--- config.mk ---
export PLATFORM = sky130hd
export DESIGN_NAME = req_resp_engine
export DESIGN_NICKNAME = d
export VERILOG_FILES = /design/src/rtl/req_resp_engine.sv
export SDC_FILE = /design/constraint.sdc
export NUM_CORES = 1
export LEC_CHECK = 0
export BUFFER_PORTS_ARGS = -buffer_cell sky130_fd_sc_hd__buf_2
export CORE_ASPECT_RATIO = 0.5
export CORE_MARGIN = 2
export CORE_UTILIZATION = 45
export CTS_BUF_LIST = sky130_fd_sc_hd__clkbuf_4
export CTS_CLUSTER_SIZE = 16
export DETAILED_ROUTE_END_ITERATION = 12
export PLACE_DENSITY_LB_ADDON = 0.2
export SETUP_SLACK_MARGIN = 0.15
export SLEW_MARGIN = 20
export SYNTH_ARGS = -nofsm -noshare
export SYNTH_HDL_FRONTEND = slang
export SYNTH_SLANG_ARGS = --single-unit
--- constraint.sdc ---
create_clock -name clk -period 2.9 [get_ports clk]
set_clock_uncertainty 0.2 [all_clocks]
set_input_delay 0.29 -clock clk [delete_from_list [all_inputs] [get_ports clk]]
set_output_delay 0.29 -clock clk [all_outputs]
set_load 0.02 [all_outputs]
--- src/rtl/req_resp_engine.sv ---
// req_resp_engine: single-outstanding request/response responder.
// A request accepted in IDLE is acknowledged on the next cycle and answered
// with a one-cycle valid beat (operand + 1) after a clamped 1..5 cycle latency.
// A request that arrives while busy is dropped and flagged on error one cycle
// later. Every output comes straight from a flop.
// Optional build macro: RESP_PARITY_EN adds the registered data_par output.
module req_resp_engine #(
    parameter int DATA_W  = 8,
    parameter int MIN_LAT = 1,
    parameter int MAX_LAT = 5
) (
    input  logic              clk,
    input  logic              rst,
    input  logic              req,
    input  logic [DATA_W-1:0] req_data,
    input  logic [2:0]        lat_cfg,
    output logic              ack,
    output logic              valid,
    output logic [DATA_W-1:0] data,
    output logic              error,
`ifdef RESP_PARITY_EN
    output logic              data_par,
`endif
    output logic              busy
);

    localparam logic [1:0] ST_IDLE = 2'd0;
    localparam logic [1:0] ST_ACK  = 2'd1;
    localparam logic [1:0] ST_WAIT = 2'd2;
    localparam logic [1:0] ST_RESP = 2'd3;

    localparam logic [2:0] LAT_LO = 3'(MIN_LAT);
    localparam logic [2:0] LAT_HI = 3'(MAX_LAT);

    // Clamp the requested latency into the supported window.
    function automatic logic [2:0] clamp_lat(input logic [2:0] cfg);
        if (cfg < LAT_LO) begin
            return LAT_LO;
        end else if (cfg > LAT_HI) begin
            return LAT_HI;
        end
        return cfg;
    endfunction

    logic [1:0]        state_q, state_d;
    logic [DATA_W-1:0] op_q, op_d;
    logic [2:0]        lat_q, lat_d;
    logic [2:0]        cnt_q, cnt_d;

    logic              ack_q, ack_d;
    logic              valid_q, valid_d;
    logic [DATA_W-1:0] data_q, data_d;
    logic              error_q, error_d;
    logic              busy_q, busy_d;

    // Next-state and next-output logic for the transaction sequencer.
    always_comb begin
        // NOTE: every signal gets a default first so no path leaves it unassigned (no latch).
        state_d = state_q;
        op_d    = op_q;
        lat_d   = lat_q;
        cnt_d   = cnt_q;

        case (state_q)
            ST_IDLE: begin
                if (req) begin
                    op_d    = req_data;
                    lat_d   = clamp_lat(lat_cfg);
                    state_d = ST_ACK;
                end
            end
            ST_ACK: begin
                // Counter holds the number of WAIT cycles still to spend.
                cnt_d   = lat_q - 3'd1;
                state_d = (lat_q == 3'd1) ? ST_RESP : ST_WAIT;
            end
            ST_WAIT: begin
                cnt_d = cnt_q - 3'd1;
                if (cnt_q == 3'd1) begin
                    state_d = ST_RESP;
                end
            end
            default: begin
                state_d = ST_IDLE;
            end
        endcase

        // Outputs are registered versions of what the next state presents.
        ack_d   = (state_d == ST_ACK);
        valid_d = (state_d == ST_RESP);
        data_d  = valid_d ? (op_q + DATA_W'(1)) : '0;
        busy_d  = (state_d != ST_IDLE);
        // A request seen while busy is dropped; only the flag survives.
        error_d = req && (state_q != ST_IDLE);
    end

    // State, operand and output registers with synchronous reset.
    always_ff @(posedge clk) begin
        if (rst) begin
            // NOTE: sequential state uses non-blocking assignments so all flops update together.
            state_q <= ST_IDLE;
            op_q    <= '0;
            lat_q   <= '0;
            cnt_q   <= '0;
            ack_q   <= 1'b0;
            valid_q <= 1'b0;
            data_q  <= '0;
            error_q <= 1'b0;
            busy_q  <= 1'b0;
        end else begin
            state_q <= state_d;
            op_q    <= op_d;
            lat_q   <= lat_d;
            cnt_q   <= cnt_d;
            ack_q   <= ack_d;
            valid_q <= valid_d;
            data_q  <= data_d;
            error_q <= error_d;
            busy_q  <= busy_d;
        end
    end

    assign ack   = ack_q;
    assign valid = valid_q;
    assign data  = data_q;
    assign error = error_q;
    assign busy  = busy_q;

`ifdef RESP_PARITY_EN
    logic par_q;

    // Even parity of the response beat, registered alongside data.
    always_ff @(posedge clk) begin
        if (rst) begin
            par_q <= 1'b0;
        end else begin
            par_q <= valid_d ? ^data_d : 1'b0;
        end
    end

    assign data_par = par_q;
`endif

endmodule

==> flow_summary.json, run 1 <==
{
  "antenna_left": 0,
  "cp-start-kind": "flop",
  "crit_chain": "inv_1, ha_1, nand2_1, nor3_1, a211oi_1",
  "cp.buffers_inverters": 1,
  "wire_per_inst_um": 10.5,
  "yosys_warnings": 0,
  "min_path_cells": 2,
  "leakage_uw": 0.000659,
  "coreArea_mm2": 0.00257,
  "slew_violations": 0,
  "peakVddDrop_uv": 495,
  "dr.first_iter.drc_count": 15,
  "drive_gt1_share_pct": 22.2,
  "syn_to_final_growth_pct": 24.4,
  "antenna_found_initial": 0,
  "fp.dieW_um": 77.3,
  "rr_worst_depth": 5,
  "synth-compound-area-share_pct": 11.8,
  "max_stage_delay_ns": 0.41,
  "finalSetupTns_ns": 0,
  "crit_path_end": "lat_q[0]",
  "synth-xor-area-share_pct": 5.80,
  "initial_core_util_pct": 47.0,
  "cts_htree_levels": 1,
  "r2r-start": "state_q[0]",
  "grt_use_met2_pct": 29.1,
  "synthTopCellsByCount": "dfxtp_1, nand2_1, a21oi_1",
  "nNetsFinal": 191,
  "grt.met1_usage_pct": 17.8,
  "placementRows": 13,
  "port_buffers": 25,
  "yosys.area_share.simple_pct": 20.4,
  "cp_top_family": "simple AND/OR/NAND/NOR gates",
  "dr_total_vias": 936,
  "vias_per_cell": 4.59,
  "finalCritPeriodShare_pct": 58.8,
  "clockBufferDepth": 2,
  "rsz0062_at_grt": "no",
  "diodes": 0,
  "critical_path_arrival_ns": 1.75,
  "syn-instance-count": 133,
  "clk_latency_ns": 0.32,
  "synthMuxAreaShare_pct": 1.66,
  "critPathCaptureType": "flop",
  "ys_types": 28,
  "synth-edff-count": 0,
  "syn_area_mm2": 0.00121,
  "hold_violations": 0,
  "synth_top_family_by_area": "simple AND/OR/NAND/NOR gates",
  "cts_root_buffer": "clkbuf_4",
  "cp.depth": 5,
  "synth_fa_ha_area_share_pct": 9.32,
  "grt_pass1_vias": 860,
  "die_area_mm2": 0.00314,
  "drv_cap": 0,
  "powerDensity_mw_per_mm2": 811,
  "cts_resized": 0,
  "tightest_slew_ns": 0.404,
  "r2r-end": "lat_q[0]",
  "status": "complete, no violations",
  "grt_start_max_net_pins": 18,
  "die_y_um": 40.6,
  "hold_path.class": "primary input to flop",
  "grt_use_total_pct": 15.4,
  "cts_buffers": 3,
  "ys_seq_area_share_pct": 46.4,
  "fmax_ghz": 0.587,
  "clkTransAtPathRegs_ns": 0.14,
  "grt-ovfl-total": 0,
  "nFillCells": 244,
  "path_class": "flop to flop",
  "cts_sinks": 28,
  "ys.flop_type": "dfxtp_1",
  "synth_top_area_cell": "dfxtp_1",
  "cts_tree": "built",
  "synth.most_common_cell": "dfxtp_1",
  "grt_pass1_wl_um": 3640,
  "post-route-min-period_ns": 1.70,
  "setup_viol": 0,
  "gp_congestion": 0.783,
  "syn_nets": 156,
  "slowest_stage": "dfxtp_1",
  "postRouteWirelength_um": 2150,
  "io_pins": 26,
  "busiest_layer": "met2",
  "ys_seq_elements": 28,
  "slew_headroom_pct": 73.0,
  "synth_top_area_share_pct": 46.4,
  "dp_hpwl_um": 1470,
  "avgSynthCellArea_um2": 9.09,
  "worst_ep_required_time_ns": 2.95,
  "synth_area_leaders": "dfxtp_1, ha_1, nand2_1",
  "ys_async_sr_fraction_pct": 0,
  "drcViolationCount": 0,
  "path_max_fanout": 12,
  "first_pass_iters": 4,
  "regToRegSetupSlack_ns": 1.20,
  "use_met3_pct": 4.63,
  "startpoint": "state_q[0]",
  "fin_total_pwr_uw": 1220
}
[layout make-up]
cell class                 count  area (um2)  share of cell area (%)
multi-input combinational     91         592                    39.4
clock inverter                 1        30.0                    2.00
timing repair buffer          34         215                    14.3
tap                           37        46.3                    3.08
inverter                      10        37.5                    2.50
sequential                    28         561                    37.3
clock buffer                   3        22.5                    1.50
[kinds of logic after synthesis]
logic type                 Yosys count
and+or+nand+nor                     50
DFF                                 28
buffers and inverters               14
xor gates and xnor gates             8
muxes                                2
AOI/OAI and AO/OA                   22
adders and majority gates            9
[placed cells by master, fill, tap and decap left out, types with 2 or more instances in the layout]
cell type / count
inv_1: 10
xnor2_1: 2
o21ai_0: 2
dlygate4sd3_1: 9
o21ai_1: 3
nand2b_1: 2
a21oi_1: 12
ha_1: 9
nand3_1: 6
xor2_1: 6
nand2_1: 23
buf_2: 25
clkbuf_4: 3
a211oi_1: 2
nor2_1: 8
mux2i_1: 2
nor2_2: 3
dfxtp_1: 28
[power breakdown]
group	switching, uW	internal (uW)
sequential	53.9	470
combinational	267	176
clock	113	140
total	434	785
[flip-flops by register name, indices dropped and copies added, names as in the netlist]
name and cells:
ack 1, busy 1, cnt_q 3, data 8, error 1, lat_q 3
op_q 8, state_q 2, valid 1
[metal layers]
layer	wire length, um	share of wire [%]
met2	1030	48
met1	996	46
met5	0	0
met3	104	4.8
met4	13	0.61
[worst min-delay path by stage]
stage / startpoint / end / slack, ns
floorplan: req_data[7] / op_q[7] / 0.23
global placement: lat_q[1] / lat_q[1] / 0.25
detailed placement: lat_q[1] / lat_q[1] / 0.25
CTS: lat_cfg[2] / lat_q[2] / 0.01
global route: req / error / 0.04
finish: req / error / 0.04
[through the flow]
step | hold WS [ns] | area (um2) | utilization, % | setup WS [ns] | std cells
finish | 0.0438 | 1500 | 58.5 | 1.20 | 204
global route | 0.0385 | 1500 | 58.5 | 0.990 | 204
CTS | 0.0111 | 1490 | 58.1 | 1.17 | 203
detailed placement | 0.252 | 1360 | 53.0 | 1.21 | 191
global placement | 0.249 | 1360 | 53.0 | 1.25 | 191
floorplan | 0.226 | 1210 | - | 1.38 | 133
[repair_timing]
action	in CTS	in global routing
hold buffers	8	1
hold endpoints to repair	8	1
setup buffers	0	0
Note: power is estimated with default switching activity, not from simulation.
==> inputs of run 2 (changes only) <==
==> constraint.sdc (replaced) <==
create_clock -name clk -period 1.4 [get_ports clk]
set_clock_uncertainty 0.2 [all_clocks]
set_input_delay 0.14 -clock clk [delete_from_list [all_inputs] [get_ports clk]]
set_output_delay 0.14 -clock clk [all_outputs]
set_load 0.02 [all_outputs]
==> run 2 against run 1 <==
  * The run now ends with hold timing, setup timing left
  * Clock power is 120% higher
  * Critical path depth rose by 2
  * Combinational power grew to 4.1 times the previous value
  * Fmax grew 15%
  * Global-route usage grew 4.4 points
  * Die area unchanged
  * First-iteration DRC count rose to 4.1 times the previous value
  * Setup slack got worse by 1.3 ns
  * Final cell count is 13% higher
  * Register-to-register slack got worse by 1.3 ns
  * Flip-flop and latch count stayed put
  * Power increased to 2.9 times the previous value
  * Critical path type unchanged
==> flow_summary.json, run 2 (synthesis results as in run 1) <==
{
  "drcViolationCount": 0,
  "tightest_slew_ns": 0.370,
  "path_max_fanout": 8,
  "cts_buffers": 3,
  "grt-ovfl-total": 0,
  "grt_pass1_wl_um": 4440,
  "hold_path.class": "primary input to flop",
  "grt_start_max_net_pins": 17,
  "critPathCaptureType": "flop",
  "fin_util_pct": 76.5,
  "layout_commonest_cell": "buf_2",
  "rsz0062_at_grt": "yes",
  "io_pins": 26,
  "slew_violations": 0,
  "initial_core_util_pct": 47.0,
  "coreArea_mm2": 0.00257,
  "cts_sinks": 28,
  "clk_latency_ns": 0.36,
  "fmax_ghz": 0.672,
  "final_area_mm2": 0.00197,
  "drive_gt1_share_pct": 48.7,
  "grt_pass1_vias": 980,
  "drv_cap": 0,
  "dpl_cell_area_mm2": 0.00148,
  "dp_hpwl_um": 1590,
  "first_pass_iters": 4,
  "diodes": 0,
  "nFillCells": 159,
  "status": "finished with violations",
  "violations": "hold timing, setup timing",
  "wire_per_inst_um": 14.5,
  "layout_setup_ws_ns": -0.0885,
  "port_buffers": 25,
  "gp_congestion": 0.809,
  "worst_ep_required_time_ns": 1.48,
  "fp.dieW_um": 77.3,
  "vias_per_cell": 4.77,
  "finalCritPeriodShare_pct": 106,
  "finalSetupTns_ns": -0.586,
  "powerDensity_mw_per_mm2": 1790,
  "cts_root_buffer": "clkbuf_4",
  "leakage_uw": 0.000833,
  "postRouteWirelength_um": 3350,
  "slew_headroom_pct": 75.2,
  "post-route-min-period_ns": 1.49,
  "grt_use_total_pct": 19.8,
  "hold_ws_ns": -0.00353,
  "dr_total_vias": 1098,
  "clkTransAtPathRegs_ns": 0.16,
  "hold_violations": 1,
  "final_cell_mix": "buf_2, dfxtp_1, dlygate4sd3_1",
  "clockBufferDepth": 2,
  "die_area_mm2": 0.00314,
  "dr.first_iter.drc_count": 62,
  "fin_total_pwr_uw": 3530,
  "placementRows": 13,
  "path_class": "flop to flop",
  "syn_to_final_growth_pct": 62.6,
  "antenna_found_initial": 0,
  "die_y_um": 40.6,
  "nNetsFinal": 217,
  "peakVddDrop_uv": 1340,
  "critical_path_arrival_ns": 1.57,
  "antenna_left": 0,
  "cts_tree": "built",
  "cts_htree_levels": 1,
  "cp-start-kind": "flop",
  "setup_viol": 21
}
-- run 2: power breakdown --
part | switching (uW) | total, uW | internal [uW]
Sequential | 145 | 1140 | 996
Combinational | 913 | 1830 | 921
Clock | 261 | 551 | 291
Total | 1320 | 3530 | 2210
-- run 2: critical path: stages, from the launching register on --
cell and delay (ns):
dfxtp_4 0.41, inv_4 0.05, ha_4 0.17, buf_4 0.14, nand2_4 0.08, buf_6 0.14, nand2_1 0.07, a21oi_1 0.15
-- run 2: area by class of cell --
cell class,instances,area (um2),area share (%)
flip-flops and latches,28,574,29.2
repair buffers,58,450,22.9
clock buffers,3,22.5,1.15
inverters,10,42.5,2.16
multi-input cells,93,800,40.7
well taps,37,46.3,2.36
clock inverters,1,30.0,1.53
-- run 2: metal layers --
metal | vias up | wire length (um) | track usage [%]
met3 | 6 | 203 | 5.51
met2 | 35 | 1580 | 35.7
li1 | 553 | - | -
met1 | 504 | 1490 | 22.1
met5 | - | 0 | 0
met4 | 0 | 69 | 13.8
-- run 2: path summary, 6_finish.rpt --
path	from	to	slack (ns)	cells after the start
worst max-delay path	state_q[0]	op_q[4]	-0.09	7
worst min-delay path	rst	state_q[1]	-0.004	4
worst max register to register	state_q[0]	op_q[4]	-0.09	7
worst min register to register	op_q[7]	op_q[7]	0.28	2
-- run 2: timing repair --
item / CTS / global route
gates cloned: 2 / 0
setup endpoints to repair: 26 / 28
pin swaps: 13 / 21
buffers inserted: 5 / 2
gates resized for setup: 36 / 13
hold buffers: 11 / 4
hold endpoints to repair: 17 / 6
-- run 2: metrics by stage --
stage                     instances  setup WS (ns)  hold slack (ns)
after floorplan                 133         0.0490           0.0760
after global placement          202        -0.0304            0.185
after detailed placement        202        -0.0449            0.188
after CTS                       224        -0.0418           -0.174
after global routing            230         -0.127           0.0223
final                           230        -0.0885         -0.00353
==> inputs of run 3 (changes only) <==
==> constraint.sdc (replaced) <==
create_clock -name clk -period 1.4 [get_ports clk]
set_clock_uncertainty 0.2 [all_clocks]
set_input_delay 0.28 -clock clk [delete_from_list [all_inputs] [get_ports clk]]
set_output_delay 0.28 -clock clk [all_outputs]
set_load 0.02 [all_outputs]
==> run 3 against run 2 <==
  * The run ends with setup timing left
  * Core utilization grew 0.39 points
  * Fmax shrank 1.0%
  * Wire length shrank 5.4%
  * First-iteration DRC count shrank 23%
  * Largest cell class unchanged
==> flow_summary.json, run 3 (synthesis results as in run 1) <==
{
  "grt_use_total_pct": 18.8,
  "grt-ovfl-total": 0,
  "coreArea_mm2": 0.00257,
  "startpoint": "state_q[0]",
  "port_buffers": 25,
  "gp_congestion": 0.773,
  "rsz0062_at_grt": "yes",
  "antenna_left": 0,
  "clockBufferDepth": 2,
  "post-route-min-period_ns": 1.50,
  "grt_start_max_net_pins": 17,
  "clkTransAtPathRegs_ns": 0.15,
  "fp.dieW_um": 77.3,
  "layout_commonest_cell": "buf_6",
  "worst_ep_required_time_ns": 1.48,
  "critical_path_arrival_ns": 1.58,
  "final_cell_mix": "buf_6, dfxtp_2, buf_2",
  "cp_top_family": "flip-flops",
  "wire_per_inst_um": 14.1,
  "antenna_found_initial": 0,
  "cts_sinks": 28,
  "leakage_uw": 0.000826,
  "cp-start-kind": "flop",
  "path_max_fanout": 5,
  "hold_ws_ns": 0.0457,
  "finalSetupTns_ns": -0.668,
  "placementRows": 13,
  "vias_per_cell": 4.91,
  "dp_worst_setup_slack_ns": -0.0647,
  "cts_htree_levels": 1,
  "tightest_slew_ns": 0.209,
  "drive_gt1_share_pct": 60.4,
  "die_area_mm2": 0.00314,
  "layout_setup_ws_ns": -0.104,
  "powerDensity_mw_per_mm2": 1770,
  "critPathCaptureType": "flop",
  "first_pass_iters": 4,
  "dr.first_iter.drc_count": 48,
  "postRouteWirelength_um": 3160,
  "crit_chain": "inv_4, ha_4, buf_6, and2_4, nand3b_1, a21oi_1",
  "io_pins": 26,
  "fmax_ghz": 0.665,
  "min-delay-start": "rst",
  "grt_pass1_vias": 951,
  "dr_total_vias": 1100,
  "cts_buffers": 3,
  "slowest_stage": "dfxtp_4",
  "cp.buffers_inverters": 2,
  "slew_violations": 0,
  "peakVddDrop_uv": 1200,
  "clk_latency_ns": 0.35,
  "max_stage_delay_ns": 0.39,
  "dp_hpwl_um": 1610,
  "slew_headroom_pct": 86.0,
  "drcViolationCount": 0,
  "die_y_um": 40.6,
  "violations": "setup timing",
  "nNetsFinal": 211,
  "r2r-start": "state_q[0]",
  "hold_violations": 0,
  "cts_tree": "built",
  "grt_pass1_wl_um": 4240,
  "finalCritPeriodShare_pct": 107,
  "path_class": "flop to flop",
  "status": "finished with violations",
  "syn_to_final_growth_pct": 63.5,
  "cts_root_buffer": "clkbuf_4",
  "setup_viol": 15,
  "diodes": 0,
  "drv_cap": 0,
  "hold_path.class": "primary input to flop",
  "initial_core_util_pct": 47.0
}
## run 3: per-layer routing
layer	up-vias	wire length, um	global-route usage (%)	share of wire [%]
met1	518	1230	19.8	39
met3	6	194	7.49	6.1
met4	0	71	7.59	2.2
met2	33	1660	36.3	53
li1	543	-	-	-
met5	-	0	0	0
## run 3: cell type report
type | instances | area, um2
fillers | 156 | 594
multi-input cells | 92 | 777
clock inverters | 1 | 30.0
inverters | 10 | 40.0
repair buffers | 53 | 474
flip-flops and latches | 28 | 586
clock buffers | 3 | 22.5
well taps | 37 | 46.3
## run 3: worst min-delay path, cell delays in order
cell and delay (ns):
buf_2 0.12, nor2_1 0.07, o21ai_4 0.07, inv_1 0.04
## run 3: worst paths after layout
kind,to,slack (ns),cells after the start
setup reg to reg,lat_q[1],-0.10,6
hold / removal,state_q[0],0.05,4
setup / recovery,lat_q[1],-0.10,6
hold reg to reg,op_q[7],0.29,2
## run 3: repair_timing
action | 4_1_cts | 5_1_grt
endpoints found under the setup margin | 38 | 39
setup buffers | 5 | 2
hold buffers | 8 | 2
resized for setup | 59 | 31
gates cloned | 1 | 0
pin swaps | 9 | 11
hold endpoints to repair | 10 | 3
## run 3: metrics by stage
| step | utilization (%) | total power [uW] | instances | cell area, um2 |
|---|---|---|---|---|
| after detailed placement | 57.6 | 2240 | 202 | 1480 |
| final | 76.9 | 3500 | 224 | 1980 |
| after global placement | 57.6 | 2210 | 202 | 1480 |
| after global routing | 76.9 | 3720 | 224 | 1980 |
| after CTS | 71.6 | 3190 | 220 | 1840 |
| after floorplan | - | 1920 | 133 | 1260 |
## run 3: where the power goes
part           switching, uW  total [uW]  internal [uW]  leakage, uW
clock                    255         546            290    0.0000279
combinational            888        1810            926     0.000562
sequential               139        1140           1000     0.000237
